$ cat config.mk
export PLATFORM = sky130hd
export DESIGN_NAME = bridge_tx
export DESIGN_NICKNAME = d
export VERILOG_FILES = /design/src/rtl/bridge_pkg.sv /design/src/rtl/bridge_tx_uart_tx.sv /design/src/rtl/bridge_tx.sv
export SDC_FILE = /design/constraint.sdc
export NUM_CORES = 1
export LEC_CHECK = 0
export ABC_CLOCK_PERIOD_IN_PS = 2200
export BUFFER_PORTS_ARGS = -buffer_cell sky130_fd_sc_hd__buf_2
export CAP_MARGIN = 5
export CORE_MARGIN = 8
export CORE_UTILIZATION = 55
export DETAILED_ROUTE_END_ITERATION = 16
export HOLD_SLACK_MARGIN = 0.1
export PLACE_DENSITY = 0.82
export SLEW_MARGIN = 10
export SYNTH_ARGS = -nofsm -noshare
export SYNTH_HDL_FRONTEND = slang
export SYNTH_SLANG_ARGS = --single-unit
$ cat constraint.sdc
create_clock -name clk -period 2.2 [get_ports clk]
set_clock_uncertainty 0.1 [all_clocks]
set_input_delay 0.11 -clock clk [delete_from_list [all_inputs] [get_ports clk]]
set_output_delay 0.11 -clock clk [all_outputs]
set_load 0.02 [all_outputs]
$ cat src/rtl/bridge_pkg.sv
// Shared constants, FSM state type and ASCII helpers
// for the bus-to-UART response bridge.
package bridge_pkg;

  localparam logic [7:0] ASCII_M  = 8'h4D;
  localparam logic [7:0] ASCII_CR = 8'h0D;
  localparam logic [7:0] ASCII_LF = 8'h0A;
  localparam int         MSG_LEN  = 7;

  typedef enum logic {
    IDLE,
    SEND
  } state_t;

  // Uppercase hex digit; 'A'..'F' is 0x37 + n
  function automatic logic [7:0] hex_to_ascii(
    input logic [3:0] n
  );
    logic [7:0] v;
    v = {4'h0, n};
    if (n < 4'd10) begin
      hex_to_ascii = 8'h30 + v;
    end else begin
      hex_to_ascii = 8'h37 + v;
    end
  endfunction

  // Byte idx of the "Mxxxx\r\n" message for data d
  function automatic logic [7:0] msg_byte(
    input logic [15:0] d,
    input logic [2:0]  idx
  );
    case (idx)
      3'd0:    msg_byte = ASCII_M;
      3'd1:    msg_byte = hex_to_ascii(d[15:12]);
      3'd2:    msg_byte = hex_to_ascii(d[11:8]);
      3'd3:    msg_byte = hex_to_ascii(d[7:4]);
      3'd4:    msg_byte = hex_to_ascii(d[3:0]);
      3'd5:    msg_byte = ASCII_CR;
      default: msg_byte = ASCII_LF;
    endcase
  endfunction

endpackage

$ cat src/rtl/bridge_tx_uart_tx.sv
// 8N1 byte serialiser. A start on the final stop-bit
// cycle chains the next frame with no idle gap.
module uart_tx #(
  parameter int CLOCKS_PER_BAUD = 868
) (
  input  logic       clk,
  input  logic       rst,
  input  logic [7:0] data_i,
  input  logic       start_i,
  output logic       busy_o,
  output logic       done_o,
  output logic       tx
);

  localparam int CW = $clog2(CLOCKS_PER_BAUD);
  localparam logic [CW-1:0] BAUD_LAST =
    CW'(CLOCKS_PER_BAUD - 1);

  logic [CW-1:0] baud_cnt;
  logic [3:0]    bit_idx;
  logic [9:0]    frame;
  logic          bit_end;

  assign bit_end = busy_o & (baud_cnt == BAUD_LAST);
  assign done_o  = bit_end & (bit_idx == 4'd9);
  assign tx      = frame[0];

  // Frame shifter, bit counter and baud counter
  always_ff @(posedge clk) begin
    if (rst) begin
      busy_o   <= 1'b0;
      baud_cnt <= '0;
      bit_idx  <= '0;
      frame    <= '1;
    end else if (start_i) begin
      busy_o   <= 1'b1;
      baud_cnt <= '0;
      bit_idx  <= '0;
      frame    <= {1'b1, data_i, 1'b0};
    end else if (bit_end) begin
      baud_cnt <= '0;
      if (bit_idx == 4'd9) begin
        busy_o  <= 1'b0;
        bit_idx <= '0;
        frame   <= '1;
      end else begin
        bit_idx <= bit_idx + 4'd1;
        frame   <= {1'b1, frame[9:1]};
      end
    end else if (busy_o) begin
      baud_cnt <= baud_cnt + 1'b1;
    end
  end

endmodule

$ cat src/rtl/bridge_tx.sv
// Turns bus read responses into "Mxxxx\r\n" UART
// messages, with one pending slot and sticky overflow.
module bridge_tx
  import bridge_pkg::*;
#(
  parameter int CLOCKS_PER_BAUD = 868
) (
  input  logic        clk,
  input  logic        rst,
  input  logic [15:0] rdata_i,
  input  logic        rw_i,
  input  logic        valid_i,
  output logic        tx,
  output logic        busy_o,
  output logic        overflow_o
);

  localparam logic [2:0] LAST_BYTE = 3'(MSG_LEN - 1);

  state_t      state, state_n;
  logic [2:0]  byte_idx, byte_idx_n;
  logic [15:0] active, active_n;
  logic [15:0] pending, pending_n;
  logic        pend_full, pend_full_n;
  logic        overflow_n;
  logic        busy_n;
  logic        start;
  logic [7:0]  tx_byte;
  logic        ser_busy;
  logic        ser_done;
  logic        rd;
  logic        last;

  assign rd   = valid_i & ~rw_i;
  assign last = ser_done & (byte_idx == LAST_BYTE);

  uart_tx #(
    .CLOCKS_PER_BAUD(CLOCKS_PER_BAUD)
  ) u_ser (
    .clk    (clk),
    .rst    (rst),
    .data_i (tx_byte),
    .start_i(start),
    .busy_o (ser_busy),
    .done_o (ser_done),
    .tx     (tx)
  );

  // Message FSM state and data registers
  always_ff @(posedge clk) begin
    if (rst) begin
      state      <= IDLE;
      byte_idx   <= '0;
      active     <= '0;
      pending    <= '0;
      pend_full  <= 1'b0;
      overflow_o <= 1'b0;
      busy_o     <= 1'b0;
    end else begin
      state      <= state_n;
      byte_idx   <= byte_idx_n;
      active     <= active_n;
      pending    <= pending_n;
      pend_full  <= pend_full_n;
      overflow_o <= overflow_n;
      busy_o     <= busy_n;
    end
  end

  // Next state: accept, queue, drop, chain bytes
  always_comb begin
    state_n     = state;
    byte_idx_n  = byte_idx;
    active_n    = active;
    pending_n   = pending;
    pend_full_n = pend_full;
    overflow_n  = overflow_o;
    start       = 1'b0;
    tx_byte     = ASCII_M;
    unique case (state)
      IDLE: begin
        if (rd & ~ser_busy) begin
          active_n   = rdata_i;
          byte_idx_n = '0;
          start      = 1'b1;
          state_n    = SEND;
        end
      end
      SEND: begin
        if (last) begin
          if (pend_full) begin
            active_n    = pending;
            byte_idx_n  = '0;
            start       = 1'b1;
            pend_full_n = rd;
            if (rd) begin
              pending_n = rdata_i;
            end
          end else if (rd) begin
            active_n   = rdata_i;
            byte_idx_n = '0;
            start      = 1'b1;
          end else begin
            state_n = IDLE;
          end
        end else begin
          if (ser_done) begin
            byte_idx_n = byte_idx + 3'd1;
            start      = 1'b1;
            tx_byte    = msg_byte(active, byte_idx + 3'd1);
          end
          if (rd) begin
            if (pend_full) begin
              overflow_n = 1'b1;
            end else begin
              pending_n   = rdata_i;
              pend_full_n = 1'b1;
            end
          end
        end
      end
    endcase
    busy_n = (state_n != IDLE) | pend_full_n;
  end

endmodule
# After elaboration in Yosys (flattened, before gate mapping)
# Cells that the tools add are included.
[totals]
ff_bits = 64
inputBits = 20
output_inout_bits = 3
elab_cells = 104
[op_classes]
add_sub_neg = 11
magnitude_cmp = 4
eq_ne = 15
n_mux = 42
n_bitwise = 10
n_reduce_logical = 10
[ops]
columns = ["operator", "count"]
rows = [
  ["16-bit 2-to-1 mux", 8],
  ["6-bit by 4-bit adder with 7-bit output, first input constant", 8],
  ["7-bit 2-to-1 mux", 7],
  ["7-bit case mux with 6 select lines", 1],
  ["16-bit case mux with 2 select lines", 1],
  ["9-bit 2-to-1 mux", 3],
  ["4-bit < comparator, second input constant", 4],
  ["3-bit 2-to-1 mux", 5],
  ["1-bit 2-to-1 mux", 13],
  ["10-bit by 1-bit adder with 10-bit output, second input constant", 1],
  ["10-bit equality test, second input constant", 1],
  ["3-bit equality test, second input constant", 3],
  ["4-bit AND reduction", 2],
  ["3-bit by 2-bit equality test with 1-bit output, second input constant", 2],
  ["3-bit by 1-bit != test with 1-bit output, second input constant", 2],
  ["3-bit case mux with 2 select lines", 1],
  ["3-bit AND reduction", 2],
  ["1-bit AND", 5],
  ["4-bit by 1-bit adder with 4-bit output, second input constant", 1],
  ["4-bit equality test, second input constant", 1],
  ["4-bit 2-to-1 mux", 1],
  ["2-bit by 1-bit != test with 1-bit output, second input constant", 2],
  ["2-bit != test, second input constant", 2],
  ["4-bit != test, second input constant", 1],
  ["10 further kinds", 15],
]

# Depth between registers and ports, before layout
[logic_depth]
depth_word = 8
depth_mapped = 9
depth_no_buf = 7

# By module
# A second synthesis with hierarchy kept.
[unflattened]
hier_cells = 425
area_unflattened_um2 = 3514.6
[modules_own_cells]
columns = ["module", "n_inst", "cells_per_inst", "area_each_um2", "seq_area_each_um2"]
rows = [
  ["bridge_tx", 1, 296, 2426.1, 780.7],
  ["uart_tx", 1, 129, 1088.5, 480.5],
]

# Least setup slack after synthesis
# No wires, ideal clock.
[synth_path]
path_kind = "register to register"
start = "register byte_idx[0]"
end = "register u_ser.frame[4]"
setup_time_ns = 0.122
t_arrival_ns = 2.209
required_ns = 1.978
setup_slack_ns = -0.231
stages_incl_launch_ff = 9
n_path_buf = 1
path_cell_list = "dfxtp_1 > ha_1 > ha_1 > clkbuf_1 > o21ai_0 > a32oi_1 > o311ai_0 > or4_1 > a221o_1"
[synth_via]
elab_chain_cells = 7
elab_cells_between_ends = 17
classes_between = "1 x add/sub; 6 x eq/ne; 7 x mux; 1 x bitwise; 2 x reduce/logical"
[synth_rtl]
columns = ["element", "line", "text"]
rows = [
  ["from (decl)", "bridge_tx.sv:21", "logic [2:0] byte_idx, byte_idx_n;"],
  ["from (signal assigned)", "bridge_tx.sv:61", "byte_idx <= byte_idx_n;"],
  ["3-bit by 1-bit adder with 3-bit output", "bridge_tx.sv:110", "tx_byte = msg_byte(active, byte_idx + 3'd1);"],
  ["3-bit equality test (tied with other cells)", "bridge_pkg.sv:33", "case (idx)"],
  ["7-bit case mux with 6 select lines", "bridge_pkg.sv:33", ""],
  ["7-bit 2-to-1 mux", "bridge_tx.sv:107", "if (ser_done) begin"],
  ["7-bit 2-to-1 mux", "bridge_tx.sv:90", "if (last) begin"],
  ["7-bit 2-to-1 mux", "bridge_tx.sv:80", "unique case (state)"],
  ["9-bit 2-to-1 mux", "bridge_tx_uart_tx.sv:35", "end else if (start_i) begin"],
  ["to (signal assigned)", "bridge_tx_uart_tx.sv:39", "frame <= {1'b1, data_i, 1'b0};"],
  ["to (signal assigned)", "bridge_tx_uart_tx.sv:48", "frame <= {1'b1, frame[9:1]};"],
  ["to (decl)", "bridge_tx_uart_tx.sv:21", "logic [9:0] frame;"],
]
# Several ways; a longest one is shown, not always the timed one.
# A chain may end at the register's enable or synchronous reset.

# Worst setup path after layout
[layout_path]
start = "register u_ser.baud_cnt[7]"
end = "register active[6]"
[layout_via]
elab_chain_cells = 6
[layout_rtl]
columns = ["element", "line", "text"]
rows = [
  ["from (decl)", "bridge_tx_uart_tx.sv:19", "logic [CW-1:0] baud_cnt;"],
  ["from (signal assigned)", "bridge_tx_uart_tx.sv:51", "baud_cnt <= baud_cnt + 1'b1;"],
  ["10-bit equality test", "bridge_tx_uart_tx.sv:24", "assign bit_end = busy_o & (baud_cnt == BAUD_LAST);"],
  ["1-bit AND", "bridge_tx_uart_tx.sv:24", ""],
  ["1-bit AND", "bridge_tx_uart_tx.sv:25", "assign done_o = bit_end & (bit_idx == 4'd9);"],
  ["1-bit AND", "bridge_tx.sv:35", "assign last = ser_done & (byte_idx == LAST_BYTE);"],
  ["2-bit by 1-bit != test with 1-bit output (no line)", "n/a", ""],
  ["3-bit AND reduction (no line)", "n/a", ""],
  ["to (signal assigned)", "bridge_tx.sv:62", "active <= active_n;"],
  ["to (decl)", "bridge_tx.sv:22", "logic [15:0] active, active_n;"],
]
# Every way passes these cells.

==> metrics.md <==
| Metric | Value |
|---|---|
| Max-cap violations | 0 |
| Post-Syn Nets | 461 |
| Leak Pwr | 0.00181 uW |
| Core box area | 0.00639 mm2 |
| Clock power share | 37.6% |
| Register clock-pin slew on the reported worst setup and hold paths | 0.07 ns |
| Total GRT Usage | 21.2% |
| Rows | 29 |
| HP Class | primary input to register |
| Slowest-stage cell, CP | or4_4 |
| Area Overhead vs Synth | 33.6% |
| Die H | a little under 100 um |
| Delay-heaviest family, CP | simple AND/OR/NAND/NOR gates |
| Power Dens Cells | 567 mW/mm2 |
| Input/output buffers | 22 |
| R2r setup slk | -0.11 ns |
| Vias in the first global route | approximately 3,700 |
| NetSw | 766 uW |
| Number of flops mapped to enable cells by yosys | 0 |
| Fin worst setup slack | -0.111 ns |
| Multi-input gate area | 0.00240 mm2 |
| Synth cell types | 54 |
| CP startpoint kind | register |
| Final WL | 11,000 um |
| Starting Density | 57.0% |
| GRT Residual Overflow | 0 |
| Failing checks | setup timing |
| Synth cell count leaders | dfxtp_1 (63), nor2_1 (47), nand2_1 (39), nand2b_1 (35), o21ai_0 (21) |
| Register area share after synthesis | 34.7% |
| Largest net degree at the start of global routing | 46 |
| Slowest stage delay, CP | 0.57 ns |
| Routed len/inst | 18.5 um |
| Critical path class | register to register |
| Register area | roughly 0.0013 mm2 |
| Die X-Extent | 97.3 um |
| Clk sink count | 63 |
| Sw Ratio | 27.8% |
| Synth area leaders | dfxtp_1 (35%), nand2b_1 (6.0%), a311oi_2 (5.8%), nor2_1 (4.9%), mux2i_1 (4.7%) |
| DRC viols | 0 |
| Most common cell in the netlist | dfxtp_1 |
| Outcome | finished with violations |
| CTS tree | built |
| CTS max path bufs | 2 |
| Yosys Warn Count | 0 |
| CP Capture Type | register |
| Clk_lat worst skew | 0.35 ns |
| Async set-reset flop share out of synthesis | 0% |
| Boundary Pins | 23 |
| Combinational share of power | 17.3% |
| DRT antenna net count | 0 |
| Post-synth top flop | dfxtp_1 |
| Detailed Routing Iterations Pass 1 | 5 |
| FMAX | 0.433 GHz |
| CP Max Fanout | 14 |
| RSZ-0062 raised after global routing | true |
| Flop pwr share | a little under half |
| Final nets | 545 |
| Post-synthesis register bit count | 63 |
| Min Hold Slack | 0.162 ns |
| CTS Root Buffer Type | clkbuf_8 |
| Worst path bufs/invs | 1 |
| Worst Path Arrival | 2.46 ns |
| Critical path, cell by cell | or4_4, or3_4, o31ai_4, buf_12, nor2_1, a311oi_2 |
| Critical path required time | roughly 2.3 ns |
| Slew margin rel. | 47.4% |
| Layout cells sized above 1 | about a third |
| Via count | roughly 3,700 |
| Cells after Synth | between 400 and 500 |
| DRT iter0 DRCs | 368 |
| Syn Std Cell Area | 0.00364 mm2 |
| First-pass GRT wire length | 16,900 um |
| Slew @ Worst Pin | just under 0.8 ns |
| Share of the synthesized area in the top cell type | 34.7% |
| Antenna cells | 0 |
| Pins Over Slew Limit | 0 |
| Min Clock Period, post-route | 2.31 ns |
| Internal power | about 2000 uW |
| Initial antenna violation count | 0 |
| Max VDD drop | 0.555 mV |
| DPL Wire Length | 6300 um |
| Period utilization | 105% |
| Post-synth top area cell | dfxtp_1 |
| CTS Buf Count | 9 |
| Full die area | ~0.0095 mm2 |
| Pwr Total | between 2000 and 3000 uW |
| Routability Congestion | slightly below 0.9 |
| Synth Area per Inst | 8.46 um2 |
| H-tree lvl count | 3 |
| Final setup fails | 26 |
| Fillcell total | 376 |
| Via density | a little over 6 |
| Final hold vios | 0 |
==> metal layers <==
metal	up-vias	share of wire (%)	global-route usage (%)
met5	-	0	0
met4	0	3.7	10.4
met3	48	6.6	4.69
met2	186	50	37.8
met1	1765	39	23.0
li1	1712	-	-
==> worst paths after layout <==
path | from | to | cells after the start
max | u_ser.baud_cnt[7] | active[6] | 6
min | valid_i | overflow_o | 5
max reg2reg | u_ser.baud_cnt[7] | active[6] | 6
min reg2reg | pending[11] | pending[11] | 2
==> timing repair <==
action	in CTS	in global routing
setup buffers	5	5
pin swaps	10	10
endpoints found under the hold margin	32	0
gates resized for setup	9	47
setup endpoints to repair	37	55
cloned	2	0
hold buffers	16	0
==> logic make-up after synthesis <==
kind of cell,after synthesis,synth area share [%]
AO/OA/AOI/OAI,90,20.4
XOR/XNOR,15,3.61
adder cells (fa/ha/maj),11,3.78
buffers and inverters,44,5.47
flip-flops,63,34.7
multiplexers,17,4.68
AND/OR/NAND/NOR,190,27.4
==> sequential cells by signal (all words and copies together) (netlist names), 3 cells and up <==
signal,count
u_ser.baud_cnt,10
active,16
byte_idx,3
u_ser.bit_idx,4
u_ser.frame,9
pending,16
==> cell usage in the layout (no fill, tap or decap), types with 5 or more instances in the layout <==
cell           Yosys  routed
dlygate4sd3_1      0      16
xnor2_1            9       9
nand3_1           20      20
o21ai_0           21      17
buf_2              3      22
buf_4              2      53
buf_6              3       5
a21oi_1           16      15
nor2b_1            6       6
nor2_2             0       7
a311oi_2          14      15
xor2_1             6       6
mux2i_1           17      17
or3_1              9       7
a221o_1            6       6
inv_1             16      14
nand2_1           39      36
dfxtp_1           63      57
a211oi_1           6       6
clkbuf_8           0      11
nand4_1            7       7
nand2b_1          35      35
dfxtp_2            0       6
nor2_1            47      40
==> worst min-delay path: cells and delay by family <==
kind | cells | cell delay (ns)
buffers and inverters | 1 | 0.10
and+or+nand+nor | 3 | 0.29
AOI/OAI and AO/OA | 1 | 0.08
==> power by group through the flow <==
stage	Sequential [uW]	Clock (uW)	Combinational (uW)
2_1_floorplan	1260	0	267
3_3_place_gp	1260	0	374
3_5_place_dp	1260	0	388
4_1_cts	1240	1030	437
5_1_grt	1250	1090	509
6_report	1240	1030	477
==> metrics by stage <==
step	TNS (ns)	area (um2)	setup WS, ns	util (%)	std cells
2_1_floorplan	-0.889	3690	-0.0534	-	430
3_3_place_gp	-0.579	4180	-0.134	65.4	555
3_5_place_dp	-1.94	4180	-0.165	65.4	555
4_1_cts	-0.755	4670	-0.101	73.2	593
5_1_grt	-2.99	4860	-0.166	76.1	595
6_report	-0.937	4860	-0.111	76.1	595
==> cell type report <==
cell class,instances,area share (%)
repair buffers,101,17.1
flip-flops and latches,63,26.1
inverters,16,1.31
clock inverters,3,0.876
well taps,77,1.98
clock buffers,12,3.19
multi-input cells,323,49.4
(Power assumes the default switching activity.)
